`config.mk`:
```
export PLATFORM = sky130hd
export DESIGN_NAME = amo_sched
export DESIGN_NICKNAME = d
export VERILOG_FILES = /design/src/rtl/riscv_types.sv /design/src/rtl/amo_rr_picker.sv /design/src/rtl/amo_sched.sv
export SDC_FILE = /design/constraint.sdc
export NUM_CORES = 1
export LEC_CHECK = 0
export CAP_MARGIN = 5
export CORE_AREA = 5 5 135 137
export CTS_CLUSTER_DIAMETER = 80
export DETAILED_ROUTE_END_ITERATION = 10
export DIE_AREA = 0 0 140 142
export PLACE_DENSITY_LB_ADDON = 0.1
export RECOVER_POWER = 100
export SLEW_MARGIN = 40
export SYNTH_ARGS = -nofsm -noshare
export SYNTH_HDL_FRONTEND = slang
export SYNTH_HIERARCHICAL = 1
export SYNTH_SLANG_ARGS = --single-unit
```
`constraint.sdc`:
```
create_clock -name clk -period 4.37 [get_ports clk]
set_clock_uncertainty 0.2 [all_clocks]
set_input_delay 0.874 -clock clk [delete_from_list [all_inputs] [get_ports clk]]
set_output_delay 0.874 -clock clk [all_outputs]
set_load 0.03 [all_outputs]
```
`src/rtl/riscv_types.sv`:
```
// -----------------------------------------------------------------------------
// riscv_types
// Shared type package for the atomic (AMO) datapath.
//   amo_t             : AMO ALU operation encoding
//   amo_sched_state_t : ownership state of the AMO port scheduler
//   idx_width()       : width of an index into an N-entry vector (min 1 bit)
// -----------------------------------------------------------------------------
package riscv_types;

    typedef enum logic [3:0] {
        AMOSWAP = 4'd0,
        AMOADD  = 4'd1,
        AMOXOR  = 4'd2,
        AMOAND  = 4'd3,
        AMOOR   = 4'd4,
        AMOMIN  = 4'd5,
        AMOMAX  = 4'd6,
        AMOMINU = 4'd7,
        AMOMAXU = 4'd8
    } amo_t;

    typedef enum logic [1:0] {
        IDLE  = 2'd0,
        GRANT = 2'd1,
        HOLD  = 2'd2
    } amo_sched_state_t;

    // A single requester still needs a 1-bit index.
    function automatic int idx_width(input int n);
        return (n > 1) ? $clog2(n) : 1;
    endfunction

endpackage

```
`src/rtl/amo_rr_picker.sv`:
```
// -----------------------------------------------------------------------------
// amo_rr_picker
// Combinational round-robin picker for a shared port. The search starts at
// ptr+1 (mod NUM_UNITS) and returns the first requesting index.
// Ports:
//   req       in  NUM_UNITS  request vector
//   ptr       in  IDX_W      index of the previous winner
//   win_idx   out IDX_W      winning index (0 when nothing requests)
//   win_valid out 1          at least one request present
// -----------------------------------------------------------------------------
module amo_rr_picker
    import riscv_types::*;
#(
    parameter int NUM_UNITS = 3,
    parameter int IDX_W     = idx_width(NUM_UNITS)
) (
    input  logic [NUM_UNITS-1:0] req,
    input  logic [IDX_W-1:0]     ptr,
    output logic [IDX_W-1:0]     win_idx,
    output logic                 win_valid
);

    localparam logic [IDX_W-1:0] LAST_IDX = IDX_W'(NUM_UNITS - 1);

    logic [IDX_W-1:0] cand_s;

    // Walk every index once, wrapping explicitly so non-power-of-two counts work.
    always_comb begin
        win_idx   = IDX_W'(0);
        win_valid = 1'b0;
        cand_s    = (ptr == LAST_IDX) ? IDX_W'(0) : ptr + IDX_W'(1);
        for (int i = 0; i < NUM_UNITS; i++) begin
            if (!win_valid && req[cand_s]) begin
                win_valid = 1'b1;
                win_idx   = cand_s;
            end else begin
                win_valid = win_valid;
            end
            cand_s = (cand_s == LAST_IDX) ? IDX_W'(0) : cand_s + IDX_W'(1);
        end
    end

endmodule

```
`src/rtl/amo_sched.sv`:
```
// -----------------------------------------------------------------------------
// amo_sched
// Round-robin owner arbitration for one shared AMO ALU port. A granted unit
// owns the port for a full read-modify-write; exactly one ALU operation is
// forwarded per grant and its result is returned registered with a done pulse.
//
// Optional feature: define AMO_SCHED_TIMEOUT_EN to enable the ownership
// watchdog (TIMEOUT_CYCLES). Without it abort is constant 0.
//
// Ports:
//   clk, rst          clock; asynchronous active-low reset
//   req               per-unit ownership request (level)
//   data_valid        owner's loaded word is on rs1 this cycle
//   release_req       owner gives up ownership
//   op, rs1, rs2      per-unit operation and operands
//   gnt               one-hot owner (registered)
//   done, result      one-cycle result pulse and registered ALU result
//   abort             one-cycle pulse when the watchdog revokes ownership
//   busy              scheduler not idle
//   amo_rmw_valid     ALU operation issued this cycle
//   amo_op, amo_rs1/2 operation/operands muxed from the owner
//   amo_rd            combinational ALU result
// -----------------------------------------------------------------------------
module amo_sched
    import riscv_types::*;
#(
    parameter int NUM_UNITS      = 3,
    parameter int TIMEOUT_CYCLES = 64
) (
    input  logic                 clk,
    input  logic                 rst,
    input  logic [NUM_UNITS-1:0] req,
    input  logic [NUM_UNITS-1:0] data_valid,
    input  logic [NUM_UNITS-1:0] release_req,
    input  amo_t                 op  [NUM_UNITS],
    input  logic [31:0]          rs1 [NUM_UNITS],
    input  logic [31:0]          rs2 [NUM_UNITS],
    output logic [NUM_UNITS-1:0] gnt,
    output logic [NUM_UNITS-1:0] done,
    output logic [31:0]          result,
    output logic [NUM_UNITS-1:0] abort,
    output logic                 busy,
    output logic                 amo_rmw_valid,
    output amo_t                 amo_op,
    output logic [31:0]          amo_rs1,
    output logic [31:0]          amo_rs2,
    input  logic [31:0]          amo_rd
);

    localparam int               IDX_W   = idx_width(NUM_UNITS);
    localparam logic [IDX_W-1:0] PTR_RST = IDX_W'(NUM_UNITS - 1);

    amo_sched_state_t     state_d, state_q;
    logic [IDX_W-1:0]     owner_d, owner_q;
    logic [IDX_W-1:0]     ptr_d, ptr_q;
    logic [NUM_UNITS-1:0] gnt_d, gnt_q;
    logic [NUM_UNITS-1:0] done_d, done_q;
    logic [31:0]          result_d, result_q;

    logic [IDX_W-1:0]     pick_idx_s;
    logic                 pick_valid_s;
    logic                 own_valid_s;
    logic                 own_rel_s;
    logic                 timeout_s;
    logic                 issue_s;

    amo_rr_picker #(
        .NUM_UNITS (NUM_UNITS),
        .IDX_W     (IDX_W)
    ) u_picker (
        .req       (req),
        .ptr       (ptr_q),
        .win_idx   (pick_idx_s),
        .win_valid (pick_valid_s)
    );

    // Only the owner's handshakes matter; everyone else is ignored.
    assign own_valid_s = data_valid[owner_q];
    assign own_rel_s   = release_req[owner_q];

    // A release in the same cycle as the watchdog expiry keeps the op alive.
    assign issue_s = (state_q == GRANT) && own_valid_s && (own_rel_s || !timeout_s);

    assign amo_rmw_valid = issue_s;
    assign amo_op        = op[owner_q];
    assign amo_rs1       = rs1[owner_q];
    assign amo_rs2       = rs2[owner_q];

    assign gnt    = gnt_q;
    assign done   = done_q;
    assign result = result_q;
    assign busy   = (state_q != IDLE);

`ifdef AMO_SCHED_TIMEOUT_EN
    localparam int TMR_W = $clog2(TIMEOUT_CYCLES);

    logic [TMR_W-1:0]     timer_d, timer_q;
    logic [NUM_UNITS-1:0] abort_d, abort_q;

    assign timeout_s = (state_q != IDLE) && (timer_q == TMR_W'(TIMEOUT_CYCLES - 1));
    assign abort     = abort_q;

    // Watchdog: held at 0 while idle so it starts from 0 on entering GRANT.
    always_comb begin
        abort_d = '0;
        if (state_q == IDLE) begin
            timer_d = TMR_W'(0);
        end else begin
            timer_d = timer_q + TMR_W'(1);
        end
        if (timeout_s && !own_rel_s) begin
            abort_d[owner_q] = 1'b1;
        end else begin
            abort_d = '0;
        end
    end

    // Watchdog registers.
    always_ff @(posedge clk or negedge rst) begin
        if (!rst) begin
            timer_q <= TMR_W'(0);
            abort_q <= '0;
        end else begin
            timer_q <= timer_d;
            abort_q <= abort_d;
        end
    end
`else
    logic unused_timeout_cfg_s;

    assign timeout_s            = 1'b0;
    assign abort                = '0;
    assign unused_timeout_cfg_s = ^TIMEOUT_CYCLES;
`endif

    // Ownership FSM next-state, grant, result and done computation.
    always_comb begin
        state_d  = state_q;
        owner_d  = owner_q;
        ptr_d    = ptr_q;
        gnt_d    = gnt_q;
        done_d   = '0;
        result_d = result_q;

        if (issue_s) begin
            result_d        = amo_rd;
            done_d[owner_q] = 1'b1;
        end else begin
            result_d = result_q;
        end

        case (state_q)
            IDLE: begin
                gnt_d = '0;
                if (pick_valid_s) begin
                    state_d           = GRANT;
                    owner_d           = pick_idx_s;
                    ptr_d             = pick_idx_s;
                    gnt_d[pick_idx_s] = 1'b1;
                end else begin
                    state_d = IDLE;
                end
            end
            GRANT: begin
                if (own_rel_s || timeout_s) begin
                    state_d = IDLE;
                    gnt_d   = '0;
                end else if (issue_s) begin
                    state_d = HOLD;
                end else begin
                    state_d = GRANT;
                end
            end
            HOLD: begin
                if (own_rel_s || timeout_s) begin
                    state_d = IDLE;
                    gnt_d   = '0;
                end else begin
                    state_d = HOLD;
                end
            end
            default: begin
                state_d = IDLE;
                gnt_d   = '0;
            end
        endcase
    end

    // Ownership state and registered outputs.
    always_ff @(posedge clk or negedge rst) begin
        if (!rst) begin
            state_q  <= IDLE;
            owner_q  <= IDX_W'(0);
            ptr_q    <= PTR_RST;
            gnt_q    <= '0;
            done_q   <= '0;
            result_q <= 32'd0;
        end else begin
            state_q  <= state_d;
            owner_q  <= owner_d;
            ptr_q    <= ptr_d;
            gnt_q    <= gnt_d;
            done_q   <= done_d;
            result_q <= result_d;
        end
    end

endmodule

```
# Word-level counts from Yosys, hierarchy flattened
# Index checks and enable logic that the tools add are counted.
[totals] reg_bits=44 inputBits=247 output_inout_bits=111 elab_cells=76
[op_classes] n_addsub=3 n_lt_le_gt_ge=8 n_eq_ne=6 mux=41 n_bitwise=1 reduce_logical=11
[op_table] cell="$bmux W32 S2" count=2
[op_table] cell="$mux W32" count=4
[op_table] cell="$mux W2" count=9
[op_table] cell="$lt A2 B3 Y1 const B" count=5
[op_table] cell="$mux W1" count=11
[op_table] cell="$bmux W1 S2" count=5
[op_table] cell="$mux W3" count=3
[op_table] cell="$bmux W4 S2" count=1
[op_table] cell="$eq A2 B2 Y1 const B" count=4
[op_table] cell="$mux W4" count=2
[op_table] cell="$add A2 B1 Y2 const B" count=3
[op_table] cell="$pmux W2 S3" count=1
[op_table] cell="$pmux W3 S2" count=1
[op_table] cell="$logic_and A1 B1 Y1" count=5
[op_table] cell="$demux W1 S2" count=2
[op_table] cell="$ge A2 B1 Y1 const B" count=2
[op_table] cell="$ge A3 B3 Y1 const B" count=1
[op_table] cell="$not A2 Y3" count=1
[op_table] cell="$eq A2 B1 Y1 const B" count=1
[op_table] cell="$logic_not A1 Y1" count=2
[op_table] cell="$logic_not A2 Y1" count=1
[op_table] cell="$ne A2 B1 Y1 const B" count=1
[op_table] cell="$reduce_and A2 Y1" count=1
[op_table] cell="$reduce_bool A2 Y1" count=1
[op_table] cell="$reduce_or A2 Y1" count=1

# Longest topological paths before layout
[depth] depth_word=17 mapped_depth=7 mapped_depth_nobuf=5

# Modules after synthesis
# The synthesis kept the hierarchy.
[by_module_without_submodules] mod="amo_sched" n_inst=1 cells_per_inst=426 area_each_um2=3560.9 seq_area_each_um2=1077.3
[by_module_without_submodules] mod="amo_rr_picker" n_inst=1 cells_per_inst=8 area_each_um2=50.0 seq_area_each_um2=0.0

# Worst setup path before layout
# No wires, ideal clock.
[synth_path] kind="input to output" from="input port data_valid[2]" to="output port amo_rmw_valid" t_arrival_ns=1.754 required_ns=3.296 path_slack_ns=1.542 path_stages=4 n_path_buf=1 path_cell_list="mux2i_4 -> o22a_4 -> buf_6 -> nor2_1"
[synth_via] elab_chain_len=3
[synth_lines] item="start: declaration" line_no="amo_sched.sv:33" rtl="input logic [NUM_UNITS-1:0] data_valid,"
[synth_lines] item="$bmux W1 S2" line_no="amo_sched.sv:78" rtl="assign own_valid_s = data_valid[owner_q];"
[synth_lines] item="$mux W1 (implied by the code)" line_no="amo_sched.sv:78"
[synth_lines] item="$logic_and A1 B1 Y1" line_no="amo_sched.sv:82" rtl="assign issue_s = (state_q == GRANT) && own_valid_s && (own_rel_s || !timeout_s);"
[synth_lines] item="end: declaration" line_no="amo_sched.sv:43" rtl="output logic amo_rmw_valid,"
# No other way between the ends. The select of a mux whose other input is x is not followed.

# Worst setup path in the final report
[layout_path] from="register owner_q[1]" to="output port amo_op[0]"
[layout_via] elab_chain_len=4
[layout_lines] item="start: declaration" line_no="amo_sched.sv:54" rtl="logic [IDX_W-1:0] owner_d, owner_q;"
[layout_lines] item="start signal: assignment" line_no="amo_sched.sv:200" rtl="owner_q <= owner_d;"
[layout_lines] item="$not A2 Y3 (implied by the code)" line_no="amo_sched.sv:85" rtl="assign amo_op = op[owner_q];"
[layout_lines] item="$bmux W4 S2" line_no="amo_sched.sv:85"
[layout_lines] item="$mux W4 (implied by the code) (2 in a row)" line_no="amo_sched.sv:85"
[layout_lines] item="end: declaration" line_no="amo_sched.sv:44" rtl="output amo_t amo_op,"
# No other way between the ends. The select of a mux whose other input is x is not followed.

==> results.sh <==
export IMPL_status="complete, but fails checks"
export IMPL_violations="max-capacitance violations, max-slew violations"
export IMPL_async_reset_ff_share_pct=100.0
export IMPL_synthMuxAreaShare_pct=21.00
export IMPL_setup_viol=0
export IMPL_synth_edf_count=0
export IMPL_crit_fanout=24
export IMPL_antenna_found_initial=7
export IMPL_final_cell_mix="clkdlybuf4s50_1, nand2_1, dlygate4sd3_1, mux2i_1, o21ai_0"
export IMPL_fin_hold_ws_ns=0.2757
export IMPL_synth_xor_area_share_pct=0
export IMPL_timing_fmax_mhz=253.2
export IMPL_yosysSeqAreaShare_pct=29.83
export IMPL_maxSlewHeadroom_pct=-61.11
export IMPL_fin_crit_sh_pct=90.36
export IMPL_synth_warnings=6
export IMPL_multi_input_area_um2=2220
export IMPL_stdcell_count=997
export IMPL_firstDrtPassIters=4
export IMPL_num_rows=48
export IMPL_critPathLaunchType="register"
export IMPL_grt_max_degree=44
export IMPL_initial_core_util_pct=21.32
export IMPL_clk_latency_ns=0.28
export IMPL_wl_per_cell_um=20.22
export IMPL_syn_area_per_cell_um2=8.320
export IMPL_cp_required_ns=3.30
export IMPL_hpwl_mm=16.68
export IMPL_remaining_drc_errors=0
export IMPL_seq_area_um2=1082
export IMPL_track_usage_pct=18.84
export IMPL_cts_resized=0
export IMPL_cts_sinks=43
export IMPL_drive_above_1_share_pct=7.022
export IMPL_synth_area_um2=3611
export IMPL_fillCellCount=1682
export IMPL_cellLeakagePower_nw=3.036
export IMPL_synthesis_instances=434
export IMPL_finalCriticalPeriod_ns=3.949
export IMPL_wl_mm=20.16
export IMPL_synth_top_family_by_area="compound AO/OA/AOI/OAI gates"
export IMPL_hold_viol_final=0
export IMPL_tritoncts="done"
export IMPL_dp_cells=985
export IMPL_htreeDepth=2
export IMPL_routed_via_density=4.478
export IMPL_tightest_slew_ns=2.417
export IMPL_antenna_left=0
export IMPL_timing_worst_setup_path_type="register to primary output"
export IMPL_max_cap_viol_count=2
export IMPL_ios=358
export IMPL_rsz0062_at_grt="no"
export IMPL_cp_end_kind="primary output"
export IMPL_cts_path_max_buffers=2
export IMPL_num_vias=4465
export IMPL_min_path_type="register to register"
export IMPL_clk_pin_slew_ns=0.06
export IMPL_maxSlewViolCount=79
export IMPL_die_h_um=142
export IMPL_grt_pass1_wl_mm=28.95
export IMPL_layout_nets=1019
export IMPL_ir_drop_mv=0.3415
export IMPL_areaGrowthSynthToFinish_pct=105.0
export IMPL_core_um2=16940
export IMPL_hold_buffers=0
export IMPL_port_buffers=354
export IMPL_overflow=0
export IMPL_die_area_um2=19880
export IMPL_yosys_area_share_simple_pct=17.88
export IMPL_cts_buffers_inserted=5
export IMPL_crit_arrival_ns=2.87
export IMPL_synth_compound_area_share_pct=22.07
export IMPL_grt_pass1_vias=4505
export IMPL_cts_root_buf="clkbuf_16"
export IMPL_dieWidth_um=140
export IMPL_synth_ff_type="dfrtp_1"
export IMPL_layout_commonest_cell="clkdlybuf4s50_1"
export IMPL_cts_setup_buffers=0
export IMPL_fin_total_pwr_mw=4.759
export IMPL_p_per_area_nw_per_um2=643.1
export IMPL_drt_iter0_drc=148
export IMPL_gp_congestion=0.9347
export IMPL_synth_cell_type_count=35
export IMPL_synthAdderAreaFrac_pct=1.386
export IMPL_finalSetupTns_ns=0
export IMPL_synth_seq_cells=43
## worst paths after layout
check	cells after the start	startpoint	end	slack [ns]
min in group asynchronous	1	rst	result[23]	1.13
min	2	ptr_q[1]	ptr_q[1]	0.28
max	5	owner_q[1]	amo_op[0]	0.42
min reg2reg	2	ptr_q[1]	ptr_q[1]	0.28
max in group asynchronous	1	rst	owner_q[1]	1.13
max reg2reg	6	state_q[1]	result[12]	1.24
## critical path: stages, from the launching register on
cell,delay [ns]
dfrtp_4,0.65
nor2b_4,0.42
clkbuf_2,0.49
nand2_1,0.09
o21ai_0,0.13
dlygate4sd3_1,0.79
## power breakdown
part	internal (mW)	switching [mW]	total, mW
Clock	0.211	0.158	0.369
Sequential	0.582	0.149	0.730
Combinational	1.44	2.22	3.66
## sequential cells by signal (all words and copies together) (netlist names)
register / flops
result: 32
done: 3
gnt: 3
owner_q: 2
state_q: 2
ptr_q: 1
## cell usage after synthesis, types with 6 or more instances
cell type  number  area (um^2)
o22ai_2        29        362.9
o21ai_0        68        340.3
mux2i_1        69        690.7
nand2_1       138        518.0
buf_4          14        105.1
buf_2          10        50.05
clkbuf_1       13        48.80
inv_1           6        22.52
dfrtp_1        42         1051
## layout make-up
class | count | area share (%)
repair buffers | 367 | 49.26
clock inverters | 2 | 0.1691
well taps | 225 | 3.804
clock buffers | 6 | 1.741
multi-input cells | 345 | 29.99
inverters | 6 | 0.3043
diodes | 3 | 0.1014
flip-flops and latches | 43 | 14.62
## logic make-up after synthesis
group	Yosys count
AND/OR/NAND/NOR	156
AO/OA/AOI/OAI	108
multiplexers	74
buffers and inverters	48
flip-flops	43
adder cells (fa/ha/maj)	4
other	1
## metrics by stage
| step | setup slack, ns | area, um^2 | utilization, % |
|---|---|---|---|
| global route | 0.2766 | 7401 | 43.70 |
| CTS | 0.5697 | 7450 | 43.99 |
| detailed placement | 0.6846 | 7308 | 43.15 |
| global placement | 0.6768 | 7297 | 43.09 |
| finish | 0.4212 | 7401 | 43.70 |
| floorplan | 1.542 | 3618 | - |
## per-layer routing
layer	GRT usage, %	vias to the layer above	share of wire [%]
li1	-	2171	-
met1	22.01	2074	39
met2	33.78	189	51
met3	6.216	23	8.1
met4	4.131	8	1.7
met5	0	-	0.21
Power figures use the tool's default switching activity.
